$ cat config.mk
export PLATFORM = sky130hd
export DESIGN_NAME = uart_rx_fifo
export DESIGN_NICKNAME = d
export VERILOG_FILES = /design/src/rtl/uart_rx_fifo_pkg.sv /design/src/rtl/uart_pulse_sync.sv /design/src/rtl/uart_rx_fifo.sv
export SDC_FILE = /design/constraint.sdc
export NUM_CORES = 1
export LEC_CHECK = 0
export ABC_AREA = 1
export BUFFER_PORTS_ARGS = -buffer_cell sky130_fd_sc_hd__buf_2
export CAP_MARGIN = 40
export CORE_MARGIN = 2
export CORE_UTILIZATION = 45
export CTS_BUF_LIST = sky130_fd_sc_hd__clkbuf_2 sky130_fd_sc_hd__clkbuf_4 sky130_fd_sc_hd__clkbuf_8
export CTS_CLUSTER_SIZE = 25
export DETAILED_ROUTE_END_ITERATION = 8
export PLACE_DENSITY = 0.64
export SYNTH_ARGS = -nofsm -noshare
export SYNTH_HDL_FRONTEND = slang
export SYNTH_SLANG_ARGS = --single-unit
$ cat constraint.sdc
create_clock -name PCLK -period 3.95 [get_ports PCLK]
set_input_delay 0.5925 -clock PCLK [delete_from_list [all_inputs] [get_ports PCLK]]
set_output_delay 0.5925 -clock PCLK [all_outputs]
set_load 0.02 [all_outputs]
$ cat src/rtl/uart_rx_fifo_pkg.sv
// Shared types and default sizing for the UART receive buffer.
// Latency: n/a (types and constants only).
// Backpressure: n/a.
//
// Contents: rx_entry_t {perr, data} entry layout at the default width, and the
// default DATA_WIDTH / DEPTH / TIMEOUT_CYC / CW values used by uart_rx_fifo.
package uart_rx_fifo_pkg;

  localparam int RX_DATA_WIDTH  = 32;
  localparam int RX_FIFO_DEPTH  = 16;
  localparam int RX_TIMEOUT_CYC = 1024;
  localparam int RX_FIFO_CW     = $clog2(RX_FIFO_DEPTH) + 1;

  typedef struct packed {
    logic                     perr;
    logic [RX_DATA_WIDTH-1:0] data;
  } rx_entry_t;

endpackage

$ cat src/rtl/uart_pulse_sync.sv
// Level synchroniser with rising-edge detect: turns a slow-domain level into a one-PCLK pulse.
// Latency: pulse is high in the 3rd PCLK cycle after the level rises (2 sync flops + registered detect).
// Backpressure: none; a level that stays high yields exactly one pulse.
//
// Ports:
//   PCLK    in  system clock
//   PRESET  in  synchronous active-high reset
//   level   in  asynchronous input level
//   pulse   out registered one-cycle pulse on a synchronised rising edge
module uart_pulse_sync (
  input  logic PCLK,
  input  logic PRESET,
  input  logic level,
  output logic pulse
);

  // [0],[1] are the metastability pair; [2] holds the previous synced value.
  logic [2:0] sync_q;

  always_ff @(posedge PCLK) begin
    if (PRESET) begin
      sync_q <= '0;
      pulse  <= 1'b0;
    end else begin
      sync_q <= {sync_q[1:0], level};
      pulse  <= sync_q[1] & ~sync_q[2];
    end
  end

endmodule

$ cat src/rtl/uart_rx_fifo.sv
// UART receive buffer: brings rx_done/rx_error into PCLK and queues {perr, data} for APB pops.
// Latency: entry becomes visible at the head 1 PCLK after push_p (4 PCLK after rx_done rises).
// Backpressure: none toward the receiver; a word arriving while full is dropped and sets overrun.
//
// Ports:
//   PCLK, PRESET                 clock, synchronous active-high reset
//   rx_done, rx_error, rx_data_in receiver word-complete / parity-error levels and word
//   rd_en, flush, ovr_clr        pop request, discard all, clear sticky overrun
//   threshold                    level interrupt threshold (0 disables)
//   rd_data, rd_perr             show-ahead head entry, 0 when empty
//   empty, full, count           occupancy status
//   overrun, level_irq           sticky overrun, count >= threshold
//   rx_timeout                   idle-with-data timeout
// Config macro: UART_RX_TIMEOUT_EN enables the inactivity timeout; otherwise rx_timeout is 0.
module uart_rx_fifo
  import uart_rx_fifo_pkg::*;
#(
  parameter  int DATA_WIDTH  = RX_DATA_WIDTH,
  parameter  int DEPTH       = RX_FIFO_DEPTH,
  parameter  int TIMEOUT_CYC = RX_TIMEOUT_CYC,
  localparam int CW          = $clog2(DEPTH) + 1,
  localparam int AW          = $clog2(DEPTH)
) (
  input  logic                  PCLK,
  input  logic                  PRESET,
  input  logic                  rx_done,
  input  logic                  rx_error,
  input  logic [DATA_WIDTH-1:0] rx_data_in,
  input  logic                  rd_en,
  input  logic                  flush,
  input  logic                  ovr_clr,
  input  logic [CW-1:0]         threshold,
  output logic [DATA_WIDTH-1:0] rd_data,
  output logic                  rd_perr,
  output logic                  empty,
  output logic                  full,
  output logic [CW-1:0]         count,
  output logic                  overrun,
  output logic                  level_irq,
  output logic                  rx_timeout
);

  typedef struct packed {
    logic                  perr;
    logic [DATA_WIDTH-1:0] data;
  } entry_t;

  entry_t          mem [DEPTH];
  logic [AW-1:0]   wr_ptr;
  logic [AW-1:0]   rd_ptr;
  logic [CW-1:0]   cnt;
  logic            err_pend;
  logic            push_p;
  logic            err_p;
  logic            do_push;
  logic            do_pop;

  uart_pulse_sync u_done_sync (
    .PCLK   (PCLK),
    .PRESET (PRESET),
    .level  (rx_done),
    .pulse  (push_p)
  );

  uart_pulse_sync u_err_sync (
    .PCLK   (PCLK),
    .PRESET (PRESET),
    .level  (rx_error),
    .pulse  (err_p)
  );

  assign empty  = (cnt == '0);
  assign full   = (cnt == CW'(DEPTH));
  assign count  = cnt;
  assign do_pop = rd_en & ~empty;
  // A same-cycle pop frees the slot, so a push into a full FIFO still lands.
  assign do_push = push_p & (~full | do_pop);

  always_ff @(posedge PCLK) begin
    if (do_push && !flush) begin
      // An error pulse coincident with the push belongs to this entry.
      mem[wr_ptr] <= '{perr: err_pend | err_p, data: rx_data_in};
    end
  end

  always_ff @(posedge PCLK) begin
    if (PRESET) begin
      wr_ptr   <= '0;
      rd_ptr   <= '0;
      cnt      <= '0;
      err_pend <= 1'b0;
    end else if (flush) begin
      wr_ptr   <= '0;
      rd_ptr   <= '0;
      cnt      <= '0;
      err_pend <= 1'b0;
    end else begin
      if (do_push) wr_ptr <= wr_ptr + 1'b1;
      if (do_pop)  rd_ptr <= rd_ptr + 1'b1;
      cnt <= cnt + CW'(do_push) - CW'(do_pop);
      // Any push consumes the pending error, including a dropped one.
      if (push_p)     err_pend <= 1'b0;
      else if (err_p) err_pend <= 1'b1;
    end
  end

  // Overrun set wins over a same-cycle clear; flush suppresses the set.
  always_ff @(posedge PCLK) begin
    if (PRESET) begin
      overrun <= 1'b0;
    end else if (push_p && full && !do_pop && !flush) begin
      overrun <= 1'b1;
    end else if (ovr_clr) begin
      overrun <= 1'b0;
    end
  end

  assign rd_data   = empty ? '0 : mem[rd_ptr].data;
  assign rd_perr   = empty ? 1'b0 : mem[rd_ptr].perr;
  assign level_irq = (threshold != '0) && (cnt >= threshold);

`ifdef UART_RX_TIMEOUT_EN
  localparam int TW = $clog2(TIMEOUT_CYC + 1);
  logic [TW-1:0] tmo_cnt;

  // Counts idle cycles while data waits; saturates at the terminal value.
  always_ff @(posedge PCLK) begin
    if (PRESET) begin
      tmo_cnt <= '0;
    end else if (empty || push_p || do_pop || flush) begin
      tmo_cnt <= '0;
    end else if (tmo_cnt != TW'(TIMEOUT_CYC - 1)) begin
      tmo_cnt <= tmo_cnt + 1'b1;
    end
  end

  assign rx_timeout = (tmo_cnt == TW'(TIMEOUT_CYC - 1));
`else
  logic unused_tmo_cfg;
  assign unused_tmo_cfg = (TIMEOUT_CYC != 0);
  assign rx_timeout     = 1'b0;
`endif

endmodule

# After elaboration in Yosys (flattened, before gate mapping)
# Memories as Yosys holds them, arrays and structs flattened. A register that Yosys moved wholly into a read port is not among the register bits.
# Index checks and enable logic that the tools add are counted.
[word_totals] regBits=23 mem_bits_rw=528 wordCells=46 memories=1 out_inout_bits=43 input_bits=44
[mem_list] memory="mem" depth=16 width=33 rd=1 rd_clocked_by_memory_dff=1 write_ports=1 line_no="uart_rx_fifo.sv:48" rtl="entry_t mem [DEPTH];"
[op_classes] mux=8 add_sub_neg=4 n_bitwise=10 n_eq_ne=1 reduce_logical=12 magnitude_cmp=1
[ops] op="32-bit 2-to-1 mux" count=1
[ops] op="4-bit by 1-bit adder with 4-bit output (second input constant)" count=2
[ops] op="4-bit 2-to-1 mux" count=2
[ops] op="5-bit by 1-bit adder with 5-bit output" count=1
[ops] op="5-bit == test (second input constant)" count=1
[ops] op="5-bit greater-or-equal comparator" count=1
[ops] op="1-bit logical AND" count=5
[ops] op="5-bit logical NOT" count=1
[ops] op="1-bit 2-to-1 mux" count=5
[ops] op="5-bit nonzero test" count=1
[ops] op="5-bit by 1-bit subtractor with 5-bit output" count=1
[ops] op="1-bit bitwise AND" count=4
[ops] op="1-bit inverter" count=4
[ops] op="3-bit OR reduction" count=1
[ops] op="1-bit logical NOT" count=2
[ops] op="1-bit bitwise OR" count=2
[ops] op="2-bit nonzero test" count=1
[ops] op="2-bit OR reduction" count=1

# Logic depth before layout (Yosys ltp)
# Gate-level depths: netlist of the first run.
[depth] ltp_word=8 ltp_mapped=14

# Hierarchy
# Synthesis of the first run repeated with hierarchy kept, for this count alone.
[unflattened] hier_cells=1915 area_unflattened_um2=22520.3
[by_module_without_submodules] module="uart_rx_fifo" seq_area_each_um2=16235.6 cells_each=1891 area_each_um2=22290.1 instances=1
[by_module_without_submodules] module="uart_pulse_sync" seq_area_each_um2=80.1 cells_each=12 area_each_um2=115.1 instances=2

# Least setup slack after synthesis of the first run
# Ideal clock, no wire load.
[synth_path] path_type="reg2reg" startpoint="register cnt[2] (netlist: count[2])" endpoint="memory mem[11][0] (netlist bit) (enable)" path_slack_ps=-261 arrival_ps=3746 stages_incl_launch_ff=11 required_time_ps=3486 cell_sequence="dfxtp_1 > inv_1 > ha_1 > nand3_1 > nor2_1 > nand2_1 > nand2_2 > inv_2 > nand2_2 > buf_6 > nor3_1"
[synth_via] elab_cells_between_ends=10
[synth_lines] element="from (decl)" line_no="uart_rx_fifo.sv:51" rtl="logic [CW-1:0] cnt;"
[synth_lines] element="from (signal assigned)" line_no="uart_rx_fifo.sv:100" rtl="cnt <= cnt + CW'(do_push) - CW'(do_pop);"
[synth_lines] element="5-bit == test" line_no="uart_rx_fifo.sv:73" rtl="assign full = (cnt == CW'(DEPTH));"
[synth_lines] element="via full" line_no="uart_rx_fifo.sv:36" rtl="output logic full,"
[synth_lines] element="1-bit inverter" line_no="uart_rx_fifo.sv:77" rtl="assign do_push = push_p & (~full | do_pop);"
[synth_lines] element="1-bit bitwise OR" line_no="uart_rx_fifo.sv:77"
[synth_lines] element="1-bit bitwise AND" line_no="uart_rx_fifo.sv:77"
[synth_lines] element="1-bit logical AND" line_no="uart_rx_fifo.sv:80" rtl="if (do_push && !flush) begin"
[synth_lines] element="1-bit 2-to-1 mux" line_no="uart_rx_fifo.sv:80"
[synth_lines] element="1-bit 2-to-1 mux (not written as such)" line_no="uart_rx_fifo.sv:82" rtl="mem[wr_ptr] <= '{perr: err_pend | err_p, data: rx_data_in};"
[synth_lines] element="to (decl)" line_no="uart_rx_fifo.sv:48"
# The timed path passes the listed nets, and every way through them passes these cells.

# Worst setup path in the final report of the first run
[layout_path] startpoint="register cnt[3] (netlist: count[3])" endpoint="output port rd_perr"
[layout_via] elab_chain_cells=2
[layout_rtl] element="5-bit logical NOT" line_no="uart_rx_fifo.sv:72" rtl="assign empty = (cnt == '0);"
[layout_rtl] element="1-bit 2-to-1 mux" line_no="uart_rx_fifo.sv:119" rtl="assign rd_perr = empty ? 1'b0 : mem[rd_ptr].perr;"
[layout_rtl] element="to (decl)" line_no="uart_rx_fifo.sv:34" rtl="output logic rd_perr,"
# Every way passes these cells.

==> flow_metrics.py, run 1 <==
metrics = {
    "outcome": {
        "status": "finished, final reports clean",
    },
    "synthesis": {
        "syn_area_per_cell_um2": 11.8,
        "yosysMostFrequentCell": "nand2_1",
        "synth_commonest_cells": "678 x nand2_1, 528 x edfxtp_1, 401 x nand3_1",
        "synth-edff-count": 528,
        "ys_types": 26,
        "netlist.area_leader.share": 0.705,
        "syn_nets": 1975,
        "ys_ff_latch": 555,
        "synth_cells": 1914,
        "yosysSeqAreaShare": 0.729,
        "ys_top_cells_by_area": "edfxtp_1 70%, nand2_1 11%, nand3_1 8.9%",
        "synth_top_cell_by_area": "edfxtp_1",
        "synth_area_um2": 22500,
        "ys.warnings.count": 0,
        "async_flop_share": 0,
        "synth_flop_cell": "edfxtp_1",
    },
    "worst_setup_path": {
        "reg2reg_slack_ns": 1.17,
        "crit_fanout": 15,
        "critPathCaptureType": "output pin",
        "worstPathArrival_ns": 3.28,
        "endpoint": "rd_perr",
        "r2r-end": "count[4]",
        "startpoint": "count[3]",
        "r2r_cells": 14,
        "worstSetupPathType": "reg -> out",
        "reg2reg_from": "count[3]",
        "start_kind": "register",
        "cp_data_required_time_ns": 3.36,
    },
    "final_layout": {
        "drive_gt1_frac": 0.142,
        "multiInputGateArea_um2": 5400,
        "insertedDiodeCount": 0,
        "num-nets-final": 2082,
        "postLayoutCellArea_um2": 25400,
        "fill_cells": 4186,
        "area.growth.synth_to_final_pct": 12.8,
        "ff_latch_area_um2": 16400,
    },
    "min_path": {
        "hold_class": "in -> reg",
    },
    "detailed_routing": {
        "via_per_inst": 5.34,
        "wl_um": 53700,
        "drtIter0Drc": 1265,
        "ant_nets": 0,
        "drc": 0,
        "dr.pass1.iters": 5,
        "routed-via-count": 14701,
        "routed_wire_length_per_instance_um": 19.5,
    },
    "timing": {
        "holdWs_ns": 0.152,
        "finalCritPeriodShare": 0.981,
        "fin_skew_ns": 0.0322,
        "rsz0062_at_grt": "yes",
        "worstMarginPinSlew_ns": 0.845,
        "period_minus_slack_ns": 3.88,
        "drv_slew": 0,
        "fin_tns_setup_ns": 0,
        "finalHoldViolCount": 0,
        "relSlewSlack": 0.433,
        "max_freq_mhz": 258,
        "finalSetupViolCount": 0,
    },
    "placement": {
        "numPortBuffers": 85,
        "dpl.hpwl_um": 27700,
        "place_congestion": 0.731,
        "postPlaceCellArea_um2": 23600,
    },
    "global_route": {
        "grt-ovfl-total": 0,
        "grt_pass1_wl_um": 82600,
        "grt_usage": 0.212,
        "grt_pass1_vias": 14348,
        "grt_max_degree": 164,
        "antenna_found_initial": 2,
    },
    "power_and_ir_drop": {
        "leakagePower_uw": 0.00931,
        "finalPower_uw": 14100,
        "pwr-share-clk": 0.349,
        "power_density_nw_per_um2": 556,
        "combPwrFrac": 0.188,
        "vdd_drop_max_v": 0.000300,
        "seqPwrFrac": 0.463,
        "p_switching_uw": 4150,
        "p_int_uw": 9970,
        "switching_share": 0.294,
    },
    "clock_tree": {
        "cts.sinks": 555,
        "worstSkewPairLatency_ns": 0.65,
        "clkTransAtPathRegs_ns": 0.06,
        "post_cts_buffers": 0,
        "cts.path.max_buffers": 3,
        "cts_root_buf": "clkbuf_8",
        "ctsResizeCount": 0,
        "cts_buffers": 90,
        "cts_hold_buf": 0,
        "h-tree-depth": 3,
        "cts_tree": "yes",
    },
    "floorplanning": {
        "dieArea_um2": 51800,
        "io_pins": 87,
        "core_area_um2": 49200,
        "initial_core_util": 0.458,
        "rows": 81,
        "die_w_um": 228,
        "die_h_um": 228,
    },
    "run": {
        "maxCapViolations": 0,
    },
}
==> critical path, cell delays in order (launching register included) <==
cell and delay [ns]:
dfxtp_1 0.42, inv_1 0.09, ha_1 0.20, nand4_1 0.13, clkinv_1 0.67, buf_4 0.50, a21oi_1 0.38, buf_2 0.25
==> area by class of cell <==
class,instances,share of cell area
Sequential cell,555,0.646
Multi-Input combinational cell,1205,0.213
Clock buffer,120,0.0579
Tap cell,664,0.0327
Timing Repair Buffer,129,0.0317
Clock inverter,39,0.0120
Inverter,40,0.00631
==> through the flow <==
stage               std cells   util  setup slack, ns
finish                   2752  0.516           0.0744
global route             2752  0.516          -0.0104
CTS                      2752  0.516           0.0778
detailed placement       2593  0.480            0.772
global placement         2593  0.480            0.780
floorplan                1914      -           -0.261
==> sequential cells by signal (all words and copies together), names as in the netlist, 3 cells and up, named ones only <==
register / cells
count: 5
u_done_sync.sync_q: 3
u_err_sync.sync_q: 3
rd_ptr: 4
mem: 528
wr_ptr: 4
==> power groups by stage <==
stage	logic, µW	registers, µW	clock network, µW
floorplan	1840	6640	0
global placement	2630	6660	0
detailed placement	2660	6660	0
CTS	2670	6540	5010
global route	2940	6540	5260
finish	2650	6540	4920
==> routing by layer <==
| layer | vias to the layer above | share of wire | global-route usage |
|---|---|---|---|
| li1 | 6908 | - | - |
| met1 | 7208 | 0.44 | 0.290 |
| met2 | 498 | 0.48 | 0.344 |
| met3 | 83 | 0.064 | 0.0396 |
| met4 | 4 | 0.017 | 0.0696 |
| met5 | - | 0.00037 | 0 |
==> worst min path at each step <==
stage	from	end	depth (start not counted)
2_1_floorplan	u_done_sync.sync_q[2]	u_done_sync.pulse	1
3_3_place_gp	u_done_sync.sync_q[2]	u_done_sync.pulse	1
3_5_place_dp	u_err_sync.sync_q[2]	u_err_sync.pulse	1
4_1_cts	rx_error	u_err_sync.sync_q[0]	3
5_1_grt	rx_error	u_err_sync.sync_q[0]	3
6_report	rx_error	u_err_sync.sync_q[0]	3
==> cell usage in the layout, fill, tap and decap left out, types with 4 or more instances in the layout <==
master and instances:
bufinv_16 5, clkinv_1 20, edfxtp_1 528, clkbuf_8 91, buf_2 85, a21oi_1 47, nand2_1 678, nor3_1 5
dfxtp_1 23, clkbuf_4 29, nor3_2 16, inv_1 33, buf_12 4, ha_1 16, clkinv_2 13, buf_4 40
nor2_1 20, nand3_1 401, o21ai_0 9
==> logic make-up (layout without fill, tap and decap cells) <==
| logic type | count (synthesis) | in the layout | share of synthesized area |
|---|---|---|---|
| buffers and inverters | 154 | 328 | 0.0348 |
| AOI/OAI and AO/OA | 57 | 57 | 0.0128 |
| and+or+nand+nor | 1125 | 1125 | 0.212 |
| adders and majority gates | 17 | 17 | 0.00979 |
| other | 1 | 1 | 0.000167 |
| xor gates and xnor gates | 5 | 5 | 0.00195 |
| DFF | 555 | 555 | 0.729 |
Note: power is estimated with default switching activity, not from simulation.
==> inputs of run 2 (changes only) <==
--- a/config.mk
+++ b/config.mk
@@ -8,12 +8,13 @@
 export ABC_AREA = 1
 export BUFFER_PORTS_ARGS = -buffer_cell sky130_fd_sc_hd__buf_2
 export CAP_MARGIN = 40
+export CORE_ASPECT_RATIO = 0.9
 export CORE_MARGIN = 2
 export CORE_UTILIZATION = 45
 export CTS_BUF_LIST = sky130_fd_sc_hd__clkbuf_2 sky130_fd_sc_hd__clkbuf_4 sky130_fd_sc_hd__clkbuf_8
 export CTS_CLUSTER_SIZE = 25
 export DETAILED_ROUTE_END_ITERATION = 8
-export PLACE_DENSITY = 0.64
+export PLACE_DENSITY = 0.62
 export SYNTH_ARGS = -nofsm -noshare
 export SYNTH_HDL_FRONTEND = slang
 export SYNTH_SLANG_ARGS = --single-unit
==> constraint.sdc (replaced) <==
create_clock -name PCLK -period 4.5 [get_ports PCLK]
set_input_delay 0.675 -clock PCLK [delete_from_list [all_inputs] [get_ports PCLK]]
set_output_delay 0.675 -clock PCLK [all_outputs]
set_load 0.02 [all_outputs]
==> run 2 against run 1 <==
  * Die area barely moved
  * Cell count rose by 0.15%
  * Critical path depth rose by 1
  * Sequential share of layout area fell by 0.12 points
  * Total power fell by 12%
  * Setup slack improved by 0.78 ns
  * Routed wire length rose by 3.5%
  * Sequential power fell by 13%
  * Clock power fell by 13%
  * Via count rose by 0.47%
  * Global-route usage rose by 0.65 points
  * First-iteration DRC count rose by 24%
  * Critical path type unchanged
==> flow_metrics.py, run 2 (synthesis results as in run 1) <==
metrics = {
    "worst_setup_path": {
        "worstSetupPathType": "reg -> out",
        "reg2reg_from": "count[3]",
        "crit_path_frequent_cell": "nand2_1",
        "slowest_stage": "buf_12",
        "reg2reg_slack_ns": 1.69,
        "path_cells": "buf_12 > nand2_1 > nand3_1 > nand3_1 > nand2_1 > nand2_1 > a21oi_1 > buf_2",
        "critPathCaptureType": "output pin",
        "endpoint": "rd_data[3]",
        "r2r_cells": 10,
        "critPathMaxStageDelay_ns": 0.69,
        "cp_data_required_time_ns": 3.83,
        "r2r-end": "mem[4][24]",
        "worstPathArrival_ns": 2.97,
        "cp_top_family": "buffers and inverters",
        "path_depth": 8,
        "start_kind": "register",
        "path_buf_inv": 2,
        "crit_fanout": 199,
    },
    "min_path": {
        "hold_class": "in -> reg",
        "whs_path_depth": 3,
    },
    "placement": {
        "place_congestion": 0.794,
        "dp_cells": 2597,
        "numPortBuffers": 85,
        "dpl.hpwl_um": 28200,
        "place_ws_ns": 1.57,
    },
    "clock_tree": {
        "cts_hold_buf": 0,
        "cts.path.max_buffers": 3,
        "cts_buffers": 92,
        "ctsResizeCount": 0,
        "h-tree-depth": 3,
        "clkTransAtPathRegs_ns": 0.06,
        "cts_root_buf": "clkbuf_8",
        "post_cts_buffers": 0,
        "cts_tree": "yes",
        "worstSkewPairLatency_ns": 0.66,
        "cts.sinks": 555,
    },
    "timing": {
        "drv_slew": 0,
        "fin_skew_ns": 0.0255,
        "rsz0062_at_grt": "no",
        "finalCritPeriodShare": 0.809,
        "relSlewSlack": 0.375,
        "max_freq_mhz": 275,
        "finalSetupViolCount": 0,
        "period_minus_slack_ns": 3.64,
        "fin_tns_setup_ns": 0,
        "finalHoldViolCount": 0,
        "setup_slack_ns": 0.859,
        "worstMarginPinSlew_ns": 0.938,
    },
    "final_layout": {
        "num-nets-final": 2082,
        "largest_register_ffs": 528,
        "post_layout_nonfiller_instances": 2756,
        "insertedDiodeCount": 0,
        "final_common_cell": "nand2_1",
        "max_flop_register": "mem",
        "area.growth.synth_to_final_pct": 13.0,
        "drive_gt1_frac": 0.141,
        "final_cell_mix": "678 x nand2_1, 528 x edfxtp_1, 401 x nand3_1",
    },
    "detailed_routing": {
        "routed_wire_length_per_instance_um": 20.2,
        "drtIter0Drc": 1573,
        "routed-via-count": 14770,
        "dr.pass1.iters": 5,
        "drc": 0,
        "ant_nets": 0,
        "wl_um": 55600,
        "via_per_inst": 5.36,
    },
    "power_and_ir_drop": {
        "power_density_nw_per_um2": 487,
        "leakagePower_uw": 0.00932,
        "vdd_drop_max_v": 0.000481,
        "finalPower_uw": 12400,
    },
    "global_route": {
        "grt_usage": 0.219,
        "grt_max_degree": 200,
        "grt_pass1_vias": 14328,
        "grt-ovfl-total": 0,
        "grt_pass1_wl_um": 85600,
        "antenna_found_initial": 4,
    },
    "outcome": {
        "status": "finished, final reports clean",
    },
    "floorplanning": {
        "die_w_um": 240,
        "dieArea_um2": 51800,
        "rows": 77,
        "initial_core_util": 0.457,
        "core_area_um2": 49200,
        "die_h_um": 216,
        "io_pins": 87,
    },
    "run": {
        "maxCapViolations": 0,
    },
}
==> run 2: changes by cell type in the layout (fill, tap and decap cells not counted), sizes merged <==
cell and delta:
inv +2, clkinv -6, clkbuf +7, bufinv -2, clkinvlp -2, buf -2
==> run 2: worst min-delay path by stage <==
stage / startpoint / endpoint
final: rx_done / u_done_sync.sync_q[0]
after global placement: u_err_sync.sync_q[2] / u_err_sync.pulse
after detailed placement: u_err_sync.sync_q[2] / u_err_sync.pulse
after floorplan: u_done_sync.sync_q[2] / u_done_sync.pulse
after global routing: rx_error / u_err_sync.sync_q[0]
after CTS: rx_done / u_done_sync.sync_q[0]
==> run 2: layer usage <==
| layer | wire length, µm | vias to the layer above | GRT usage |
|---|---|---|---|
| li1 | - | 6916 | - |
| met1 | 24500 | 7202 | 0.315 |
| met2 | 25500 | 538 | 0.335 |
| met3 | 4230 | 110 | 0.0446 |
| met4 | 1310 | 4 | 0.0685 |
| met5 | 27 | - | 0 |
==> run 2: cell type report <==
class / count / area (µm²)
clock buffer: 127 / 1540
clock inverter: 31 / 213
fill: 4272 / 23800
inverter: 40 / 160
multi-input combinational: 1205 / 5400
sequential: 555 / 16400
tap: 671 / 840
timing repair buffer: 127 / 866
==> run 2: through the flow <==
stage                util  instance area, µm²  hold WS (ns)
detailed placement  0.481               23700         0.392
global route        0.517               25400         0.205
finish              0.517               25400         0.246
global placement    0.480               23600         0.381
floorplan               -               22500         0.373
CTS                 0.516               25400         0.200
==> run 2: power by group <==
group	switching, µW	total (µW)	internal, µW	leakage [µW]
Sequential	30.5	5710	5680	0.00497
Combinational	1730	2390	665	0.00342
Clock	1910	4280	2370	0.000932
==> run 2: worst register-to-register path, stage by stage (launching register included) <==
cell and delay, ns:
dfxtp_1 0.38, inv_1 0.09, ha_1 0.20, nand3_1 0.08, nor2_1 0.05, nand2_1 0.14, nand2_2 0.12, inv_2 0.09
nand2_2 0.25, nor3_2 0.75, buf_12 0.31
==> inputs of run 3 (changes only) <==
--- a/config.mk
+++ b/config.mk
@@ -5,7 +5,7 @@
 export SDC_FILE = /design/constraint.sdc
 export NUM_CORES = 1
 export LEC_CHECK = 0
-export ABC_AREA = 1
+export ABC_AREA = 0
 export BUFFER_PORTS_ARGS = -buffer_cell sky130_fd_sc_hd__buf_2
 export CAP_MARGIN = 40
 export CORE_ASPECT_RATIO = 0.9
@@ -14,7 +14,7 @@
 export CTS_BUF_LIST = sky130_fd_sc_hd__clkbuf_2 sky130_fd_sc_hd__clkbuf_4 sky130_fd_sc_hd__clkbuf_8
 export CTS_CLUSTER_SIZE = 25
 export DETAILED_ROUTE_END_ITERATION = 8
-export PLACE_DENSITY = 0.62
+export PLACE_DENSITY = 0.65
 export SYNTH_ARGS = -nofsm -noshare
 export SYNTH_HDL_FRONTEND = slang
 export SYNTH_SLANG_ARGS = --single-unit
==> constraint.sdc (replaced) <==
create_clock -name PCLK -period 3.3 [get_ports PCLK]
set_input_delay 0.495 -clock PCLK [delete_from_list [all_inputs] [get_ports PCLK]]
set_output_delay 0.495 -clock PCLK [all_outputs]
set_load 0.02 [all_outputs]
==> run 3 against run 2 <==
  * The run now ends with negative setup slack left
  * First-iteration DRC count is 51% lower
  * Synthesized cell count down 51%
  * Final area shrank 2.7%
  * Non-clock buffer count rose by 16
  * Cell count shrank 35%
  * Count of clock-buffer cells in the layout shrank 1
  * Die area shrank 5.9%
  * Setup slack lost 0.86 ns
  * Synthesized area fell by 6.0%
  * Register-to-register slack lost 1.4 ns
  * Critical path type unchanged
  * Critical endpoint is now rd_data[15]
==> flow_metrics.py, run 3 <==
metrics = {
    "outcome": {
        "status": "finished with violations",
        "violations": "negative setup slack",
    },
    "synthesis": {
        "synth_top_cell_by_area": "edfxtp_1",
        "yosysSeqAreaShare": 0.775,
        "ys_top_cells_by_area": "edfxtp_1 75%, mux4_2 14%, dfxtp_1 2.6%",
        "netlist.area_leader.share": 0.750,
        "ys_ff_latch": 555,
        "ys_types": 42,
        "yosysMostFrequentCell": "edfxtp_1",
        "syn_nets": 993,
        "ys.warnings.count": 0,
        "synth_area_um2": 21100,
        "synth-edff-count": 528,
        "syn_area_per_cell_um2": 22.7,
        "synth_flop_cell": "edfxtp_1",
        "async_flop_share": 0,
        "synth_cells": 932,
        "synth_commonest_cells": "528 x edfxtp_1, 132 x mux4_2, 33 x a221o_1, 33 x a22o_1, 27 x dfxtp_1",
    },
    "final_layout": {
        "max_flop_register": "mem",
        "area.growth.synth_to_final_pct": 17.0,
        "postLayoutCellArea_um2": 24700,
        "final_common_cell": "edfxtp_1",
        "final_cell_mix": "528 x edfxtp_1, 132 x mux4_2, 89 x clkbuf_8",
        "num-nets-final": 1177,
        "finalCoreUtilization": 0.532,
        "insertedDiodeCount": 0,
        "drive_gt1_frac": 0.382,
        "largest_register_ffs": 528,
    },
    "worst_setup_path": {
        "cp_data_required_time_ns": 2.80,
        "reg2reg_slack_ns": 0.28,
        "slowest_stage": "or4b_4",
        "worstPathArrival_ns": 2.81,
        "worstSetupPathType": "reg -> out",
        "cp_top_family": "buffers and inverters",
        "path_buf_inv": 5,
        "reg2reg_from": "count[3]",
        "r2r_cells": 15,
        "path_cells": "inv_4 > ha_4 > or4b_4 > clkinv_4 > nor3_4 > buf_12 > clkbuf_16 > a22o_1 > a221o_1 > buf_2",
        "start_kind": "register",
        "r2r-end": "count[4]",
        "critPathMaxStageDelay_ns": 0.48,
        "critPathCaptureType": "output pin",
        "crit_fanout": 8,
    },
    "timing": {
        "setup_slack_ns": -0.00485,
        "rsz0062_at_grt": "yes",
        "finalSetupViolCount": 3,
        "worstMarginPinSlew_ns": 0.592,
        "drv_slew": 0,
        "finalHoldViolCount": 0,
        "holdWs_ns": 0.0734,
        "relSlewSlack": 0.605,
        "fin_skew_ns": 0.0257,
        "finalCritPeriodShare": 1.00,
        "max_freq_mhz": 303,
        "period_minus_slack_ns": 3.30,
    },
    "floorplanning": {
        "core_area_um2": 46500,
        "io_pins": 87,
        "dieArea_um2": 48700,
        "rows": 75,
        "die_w_um": 232,
        "initial_core_util": 0.454,
        "die_h_um": 210,
    },
    "clock_tree": {
        "cts_root_buf": "clkbuf_8",
        "clkTransAtPathRegs_ns": 0.05,
        "cts_tree": "yes",
        "cts.sinks": 555,
        "worstSkewPairLatency_ns": 0.66,
        "cts.path.max_buffers": 3,
        "cts_hold_buf": 0,
        "cts_buffers": 88,
        "h-tree-depth": 3,
    },
    "global_route": {
        "grt_max_degree": 57,
        "grt-ovfl-total": 0,
        "grt_pass1_wl_um": 66000,
        "antenna_found_initial": 0,
        "grt_pass1_vias": 10754,
        "grt_usage": 0.184,
    },
    "min_path": {
        "min-delay-start": "rx_error",
        "whs_path_depth": 2,
        "hold_class": "in -> reg",
        "hold-path-endpoint": "u_err_sync.sync_q[0]",
    },
    "run": {
        "maxCapViolations": 0,
    },
    "detailed_routing": {
        "drtIter0Drc": 763,
        "via_per_inst": 5.63,
        "routed-via-count": 10148,
        "dr.pass1.iters": 5,
        "drc": 0,
        "ant_nets": 0,
        "wl_um": 43700,
        "routed_wire_length_per_instance_um": 24.3,
    },
    "power_and_ir_drop": {
        "finalPower_uw": 17000,
        "vdd_drop_max_v": 0.000480,
        "leakagePower_uw": 0.00795,
        "power_density_nw_per_um2": 685,
    },
    "placement": {
        "dpl.hpwl_um": 23500,
        "place_congestion": 0.759,
        "place_ws_ns": 0.240,
        "numPortBuffers": 85,
        "postPlaceCellArea_um2": 22600,
    },
}
[run 3: changes by cell type after synthesis, moves of 9 or more]
cell     previous run  this run
buf_4              35         2
buf_6               2        11
nand2_1           678         6
a221o_1             0        33
a22o_1              0        33
a21oi_1            47         5
buf_1              11         2
buf_2              47        20
mux4_2              0       132
inv_1              35        17
nand3_1           401         5
[run 3: worst max-delay path by stage]
stage                        to  cells past startpoint     start  slack [ns]
floorplan            mem[10][0]                      6  count[2]       -0.78
global placement       count[4]                     14  count[3]        0.33
detailed placement     count[4]                     14  count[3]        0.24
CTS                  rd_data[6]                     10  count[3]       -0.05
global route         rd_data[4]                     10  count[2]       -0.10
finish              rd_data[15]                     10  count[3]      -0.005
[run 3: what timing repair did]
action                                  CTS  global route
resized for setup                        30            28
buffers inserted                          9             2
endpoints found under the hold margin     0             0
endpoints found under the setup margin   33            33
pin swaps                                 4             1
cloned                                    5             2
[run 3: logic make-up after synthesis]
kind of cell | synth area share
XOR/XNOR | 0.00331
adder cells (fa/ha/maj) | 0.0104
AO/OA/AOI/OAI | 0.0333
flip-flops | 0.775
other | 0.000177
multiplexers | 0.141
buffers and inverters | 0.0176
AND/OR/NAND/NOR | 0.0192
[run 3: metrics by stage]
stage / TNS, ns / cells
after detailed placement: 0 / 1626
after global placement: 0 / 1626
final: -0.00829 / 1801
after global routing: -2.68 / 1801
after floorplan: -276.03 / 932
after CTS: -1.24 / 1797
[run 3: layout make-up]
type / instances / area [µm²]
clock inverter: 33 / 180
tap: 616 / 771
clock buffer: 126 / 1500
inverter: 18 / 75.1
timing repair buffer: 143 / 1190
multi-input combinational: 310 / 4610
sequential: 555 / 16400
fill: 3623 / 21800
[run 3: per-layer routing]
metal | track usage | vias to the layer above | wire [µm]
met5 | 0 | - | 0
met4 | 0.0485 | 0 | 629
met3 | 0.0365 | 51 | 2390
met1 | 0.269 | 5445 | 19600
li1 | - | 4356 | -
met2 | 0.287 | 296 | 21100
[run 3: worst reg2reg max path: cells and delay by family (launching register included)]
kind / cells / cell delay [ns]
flops: 1 / 0.35
buf+inv: 5 / 0.43
simple gates: 4 / 0.91
compound gates: 2 / 0.27
fa+ha+maj: 4 / 0.94
[run 3: report_power, final]
group	internal (µW)	switching [µW]
logic	1770	1870
registers	7750	39.9
clock network	2950	2580
